[config.mk]
export PLATFORM = sky130hd
export DESIGN_NAME = display_arbiter
export DESIGN_NICKNAME = d
export VERILOG_FILES = /design/src/rtl/display_arbiter.sv
export SDC_FILE = /design/constraint.sdc
export NUM_CORES = 1
export LEC_CHECK = 0
export ABC_AREA = 1
export CORE_MARGIN = 5
export CORE_UTILIZATION = 40
export CTS_BUF_LIST = sky130_fd_sc_hd__clkbuf_4
export CTS_CLUSTER_DIAMETER = 100
export DETAILED_ROUTE_END_ITERATION = 16
export MAX_ROUTING_LAYER = met4
export PLACE_DENSITY = 0.68
export SYNTH_ARGS = -nofsm -noshare
export SYNTH_HDL_FRONTEND = slang
export SYNTH_SLANG_ARGS = --single-unit
[constraint.sdc]
create_clock -name clk -period 4.8 [get_ports clk]
set_input_delay 0.96 -clock clk [delete_from_list [all_inputs] [get_ports clk]]
set_output_delay 0.96 -clock clk [all_outputs]
set_load 0.05 [all_outputs]
[src/rtl/display_arbiter.sv]
// Round-robin owner of the seven-segment driver with a minimum dwell per owner.
// Ports: clk/rst, req/data per requester in; gnt/owner/busy/load/number out.
module display_arbiter #(
  parameter int N_REQ       = 4,
  parameter int HOLD_CYCLES = 200_000_000,
  parameter int CNT_W       = 28
) (
  input  logic                 clk,
  input  logic                 rst,
  input  logic [N_REQ-1:0]     req,
  input  logic [32*N_REQ-1:0]  data,
  output logic [N_REQ-1:0]     gnt,
  output logic [2:0]           owner,
  output logic                 busy,
  output logic                 load,
  output logic [31:0]          number
);

  localparam logic [0:0] S_IDLE = 1'b0;
  localparam logic [0:0] S_SHOW = 1'b1;

  localparam logic [2:0]       LAST_RST = 3'(N_REQ - 1);
  localparam logic [CNT_W-1:0] CNT_END  = CNT_W'(HOLD_CYCLES - 1);

  logic [0:0]       state_q, state_d;
  logic [2:0]       owner_q, owner_d;
  logic [2:0]       last_q, last_d;
  logic [N_REQ-1:0] gnt_q, gnt_d;
  logic             busy_q, busy_d;
  logic             load_q, load_d;
  logic [31:0]      number_q, number_d;
  logic [CNT_W-1:0] cnt_q, cnt_d;

  logic [N_REQ-1:0] own_oh;
  logic [N_REQ-1:0] req_m;
  logic             own_req;
  logic [31:0]      own_data;
  logic             win_vld;
  logic [2:0]       win;
  logic [31:0]      win_data;

  // In SHOW the owner is masked out: on release its req is already low,
  // on expiry it must not win against itself.
  always_comb begin
    own_oh  = N_REQ'(1) << owner_q;
    own_req = |(req & own_oh);
    req_m   = req;
    if (state_q == S_SHOW) req_m = req & ~own_oh;
  end

  // Scan last+1, last+2, ... modulo N_REQ; first asserted bit wins.
  always_comb begin
    win_vld = 1'b0;
    win     = '0;
    for (int k = 1; k <= N_REQ; k++) begin
      for (int i = 0; i < N_REQ; i++) begin
        if (!win_vld && req_m[i] &&
            ((int'(last_q) + k) % N_REQ) == i) begin
          win_vld = 1'b1;
          win     = 3'(i);
        end
      end
    end
  end

  always_comb begin
    own_data = '0;
    win_data = '0;
    for (int i = 0; i < N_REQ; i++) begin
      if (owner_q == 3'(i)) own_data = data[32*i +: 32];
      if (win == 3'(i))     win_data = data[32*i +: 32];
    end
  end

  always_comb begin
    state_d  = state_q;
    owner_d  = owner_q;
    last_d   = last_q;
    gnt_d    = gnt_q;
    busy_d   = busy_q;
    load_d   = 1'b0;
    number_d = number_q;
    cnt_d    = cnt_q;
    if ((state_q == S_IDLE && win_vld) ||
        (state_q == S_SHOW && !own_req && win_vld) ||
        (state_q == S_SHOW && own_req &&
         cnt_q == CNT_END && win_vld)) begin
      state_d  = S_SHOW;
      owner_d  = win;
      last_d   = win;
      gnt_d    = N_REQ'(1) << win;
      busy_d   = 1'b1;
      load_d   = 1'b1;
      number_d = win_data;
      cnt_d    = '0;
    end else if (state_q == S_SHOW) begin
      if (!own_req) begin
        state_d = S_IDLE;
        gnt_d   = '0;
        busy_d  = 1'b0;
      end else if (cnt_q == CNT_END) begin
        // Nobody waiting: restart the dwell, keep the display.
        cnt_d = '0;
      end else begin
        cnt_d = cnt_q + 1'b1;
        if (own_data != number_q) begin
          number_d = own_data;
          load_d   = 1'b1;
        end
      end
    end
  end

  always_ff @(posedge clk) begin
    if (rst) begin
      state_q  <= S_IDLE;
      owner_q  <= '0;
      last_q   <= LAST_RST;
      gnt_q    <= '0;
      busy_q   <= 1'b0;
      load_q   <= 1'b0;
      number_q <= '0;
      cnt_q    <= '0;
    end else begin
      state_q  <= state_d;
      owner_q  <= owner_d;
      last_q   <= last_d;
      gnt_q    <= gnt_d;
      busy_q   <= busy_d;
      load_q   <= load_d;
      number_q <= number_d;
      cnt_q    <= cnt_d;
    end
  end

  assign gnt    = gnt_q;
  assign owner  = owner_q;
  assign busy   = busy_q;
  assign load   = load_q;
  assign number = number_q;

endmodule

# Word level (Yosys, flattened, before mapping)
# Index checks and enable logic that the tools add are counted.
[word_totals]
reg_bits = 72
input_bits = 134
out_inout_bits = 41
wordCells = 178
[op_classes]
add_sub_neg = 5
eq_ne = 22
shifts = 2
n_mux = 60
bitwise = 8
reduce_logical = 73
[ops]
columns = ["operator", "count"]
rows = [
  ["$mux W32", 13],
  ["$logic_not A32 Y1", 4],
  ["$mux W3", 13],
  ["$logic_and A1 B1 Y1", 37],
  ["$ne A32 B32 Y1", 1],
  ["$add A28 B1 Y28 const B", 1],
  ["$eq A28 B28 Y1 const B", 1],
  ["$mux W1", 28],
  ["$mux W28", 1],
  ["$eq A3 B2 Y1 const B", 8],
  ["$eq A3 B3 Y1 const B", 8],
  ["$logic_not A1 Y1", 16],
  ["$mux W4", 4],
  ["$reduce_or A2 Y1", 5],
  ["$and A4 B4 Y4", 2],
  ["$shl A1 B3 Y4 const A", 2],
  ["$eq A3 B1 Y1 const B", 2],
  ["$logic_not A3 Y1", 2],
  ["$reduce_bool A2 Y1", 3],
  ["$add A2 B1 Y2 const B", 2],
  ["$add A2 B2 Y2 const B", 2],
  ["$and A1 B1 Y1 const A", 4],
  ["$ne A2 B1 Y1 const B", 2],
  ["$not A4 Y4", 1],
  ["other kinds (6)", 8],
]

# Logic depth before layout (Yosys ltp)
[depth]
ltp_word = 72
depth_mapped = 20

# Worst setup path before layout
# OpenSTA, ideal clock, no wires.
[synth_timing]
path_kind = "reg-to-reg"
from = "register owner_q[0], in the netlist owner[0]"
to = "register number_q[10], in the netlist number[10]"
setup_ns = 0.132
arrival_time_ns = 2.694
t_required_ns = 4.668
path_slack_ns = 1.973
stages_incl_launch_ff = 20
period_less_slack_ns = 2.827
path_cell_list = "dfxtp_1 > buf_4 > nand3_1 > nand3_1 > nand2_1 > nor2_2 > nand3_1 > nor2_2 > nand3_1 > nor2_2 > nand2_1 > nor2_2 > nand3_2 > nand2_2 > clkbuf_1 > nand3_1 > nand2_1 > inv_1 > nand2_1 > a21oi_1"
[synth_via]
elab_chain_cells = 72
[synth_lines]
columns = ["element", "line_no", "source"]
rows = [
  ["start: declaration", "26", "logic [2:0] owner_q, owner_d;"],
  ["start signal: assignment", "126", "owner_q <= owner_d;"],
  ["$shl A1 B3 Y4", "45", "own_oh = N_REQ'(1) << owner_q;"],
  ["$not A4 Y4", "48", "if (state_q == S_SHOW) req_m = req & ~own_oh;"],
  ["$and A4 B4 Y4", "48", ""],
  ["$mux W4", "48", ""],
  ["$logic_and A1 B1 Y1", "57", "if (!win_vld && req_m[i] &&"],
  ["$mux W1", "57", ""],
  ["$logic_not A1 Y1", "57", ""],
  ["$logic_and A1 B1 Y1 (2 in a row)", "57", ""],
  ["[... 50 more ...]", "--", ""],
  ["$logic_and A1 B1 Y1 (2 in a row)", "57", ""],
  ["$mux W1", "57", ""],
  ["$logic_not A1 Y1", "57", ""],
  ["$logic_and A1 B1 Y1 (2 in a row)", "57", ""],
  ["$mux W3", "57", ""],
  ["$logic_not A3 Y1", "71", "if (win == 3'(i)) win_data = data[32*i +: 32];"],
  ["$mux W32 (4 in a row)", "71", ""],
  ["$mux W32", "84", "if ((state_q == S_IDLE && win_vld) ||"],
  ["end signal: assignment", "131", "number_q <= number_d;"],
  ["end: declaration", "31", "logic [31:0] number_q, number_d;"],
]
# Several ways; a longest one is shown, not always the timed one. The select of a mux whose other input is x is not followed.
# A chain may end at the register's enable or synchronous reset.

# Worst setup path in the final report
[layout_timing]
from = "register owner_q[1], in the netlist owner[1]"
to = "register number_q[29], in the netlist number[29]"
# Same word-level chain as after synthesis.

==> results.tsv <==
metric	value	unit
synthTopCellsByArea	dfxtp_1 (22%), nand2_1 (17%), nand3_1 (12%)	
postCtsHoldBufs	0	
grt_overflow	0	
grt_pass1_vias	7343	
core-area	15900	sq um
yosysTopAreaCellShare	21.9	%
crit_type	flip-flop to flip-flop	
fillers	1687	
min_period_over_period	85.1	%
yosys-top-cells-count	nand2_1 (291), inv_1 (164), nand3_1 (159), a21oi_1 (73), dfxtp_1 (71)	
cts.path.max_buffers	2	
syn-num-nets	1280	
clk_pin_slew	0.12	ns
cts_tree	yes	
initial_core_util	40.8	%
synth-async-reset-ratio	0	%
drt_iter0_drc	802	
synth_ff_type	dfxtp_1	
cp-start-kind	flip-flop	
netlist_instances	1145	
ys_ff_latch	71	
max-vdd-ir-drop	0.647	mV
io_pins	175	
htreeDepth	3	
drc	0	
cts_root_buf	clkbuf_4	
finalSetupViolCount	0	
setup_slack	0.715	ns
cts_resized	0	
dp_hpwl	17000	um
port_buffers	173	
numCtsBuffers	9	
synth-edff-count	0	
status	completed	
area_growth	29.6	%
via_count	8104	
grt_pass1_wl	38200	um
netlist_area	6490	sq um
synth-seq-area-share	21.9	%
hp-class	flip-flop to flip-flop	
gp_congestion	0.889	
synth_top_family_by_area	simple AND/OR/NAND/NOR gates	
grt_usage	26.2	%
synth_compound_area_share	14.3	%
whs_path_depth	2	
final_nets	1406	
drt-wirelength-per-cell	16.8	um
worst_slew_pin_slew	0.997	ns
power	5.67	mW
firstDrtPassIters	6	
rows	46	
antenna_found_initial	1	
viasPerCell	5.43	
ff2ff_path_depth	17	
die_area	18900	sq um
clkLatencyLatePin	0.46	ns
leakage	3.73	nW
synth-xor-area-share	5.40	%
final_hold_viol_count	0	
synth_cell_types	40	
cts.sinks	71	
slew_headroom	33.4	%
die_x	137	um
timing.fmax	245	MHz
post-synth-top-count-cell	nand2_1	
synth_top_cell_by_area	dfxtp_1	
drive_above_1_share	4.16	%
powerDensity	674	nW/um^2
yosys_warnings	0	
cts_setup_buffers	0	
period_needed	4.09	ns
die_y	137	um
arrival	4.40	ns
tns	0	ns
rsz0062_at_grt	no	
synthSimpleGateAreaFrac	43.0	%
avgSynthCellArea	5.67	sq um
worstPathRequired	5.12	ns
dp_slack	0.507	ns
cap_violations	0	
worstPathMaxFanout	32	
drv_slew	0	
synthAdderAreaFrac	0.193	%
wirelength	25000	um
detail-route-antenna-nets	0	
grt_max_degree	68	
synth.area.mux_share	0	%
worstSetupEndpointType	flip-flop	
fin_skew	0.0231	ns
-- stage by stage --
stage | util [%] | area, sq um | hold slack (ns) | cells
2_1_floorplan | - | 6490 | 0.447 | 1145
3_3_place_gp | 52.1 | 8280 | 0.452 | 1476
3_5_place_dp | 52.1 | 8280 | 0.463 | 1476
4_1_cts | 52.9 | 8410 | 0.480 | 1491
5_1_grt | 52.9 | 8410 | 0.509 | 1492
6_report | 52.9 | 8410 | 0.471 | 1492
-- worst max-delay path: stages (launching register included) --
cell and delay (ns):
dfxtp_1 0.68, inv_2 0.36, nor2_2 0.26, buf_4 0.43
nand2_1 0.10, o2111ai_1 0.10, o21ai_0 0.16, xnor2_1 0.15
nor3_1 0.27, nand2_1 0.09, nor2_1 0.18, nand2_1 0.12
nand2_2 0.34, inv_2 0.37, nand2_1 0.14, nand2_1 0.06
inv_1 0.05, a21oi_1 0.06
-- logic make-up after synthesis --
family	count (synthesis)
compound gates	173
fa+ha+maj	1
flops	71
other cells	1
xor+xnor	40
buf+inv	244
simple gates	615
-- layer usage --
layer	track usage [%]	wire length, um
met1	33.3	10700
met2	43.2	11500
met3	3.94	2350
met4	7.71	531
met5	-	0
-- power by group --
group | total (mW) | internal (mW) | switching (mW) | leakage (nW)
Clock | 0.392 | 0.158 | 0.234 | 0.0673
Combinational | 4.37 | 1.39 | 2.98 | 3.08
Sequential | 0.909 | 0.737 | 0.172 | 0.583
Total | 5.67 | 2.28 | 3.38 | 3.73
-- cell type report --
class	count	area [sq um]	share of cell area (%)
Multi-Input combinational cell	830	4090	48.7
Antenna cell	1	2.50	0.0298
Sequential cell	71	1420	16.9
Tap cell	216	270	3.21
Timing Repair Buffer	188	1860	22.1
Clock buffer	10	75.1	0.893
Clock inverter	5	50.0	0.595
Inverter	171	642	7.63
-- registers in the layout, indices dropped and copies added, names as in the netlist --
name,flops
number,32
cnt_q,28
gnt,4
last_q,2
owner,2
busy,1
load,1
state_q,1
-- cells in the final DEF, fill, tap and decap left out, types with 4 or more instances in the layout --
cell               n
nand2_1          291
dfxtp_1           71
buf_4             14
nor2_1            51
nand2_2            4
nand4_1           68
nor4_1             6
clkdlybuf4s50_1  173
a211oi_1           5
nor3b_1            7
o21ai_1           16
a21oi_1           73
nor2_2             7
xnor2_1           12
inv_1            164
nor3_1            13
clkbuf_4          10
nand3_1          159
o21ai_0           61
inv_2              7
xor2_1            28
-- path summary, 6_finish.rpt --
path	slack, ns	to	from
worst max-delay path	0.71	number[29]	owner[1]
worst min register to register	0.47	gnt[1]	gnt[1]
worst max register to register	0.71	number[29]	owner[1]
worst min-delay path	0.47	gnt[1]	gnt[1]
(Power assumes the default switching activity.)
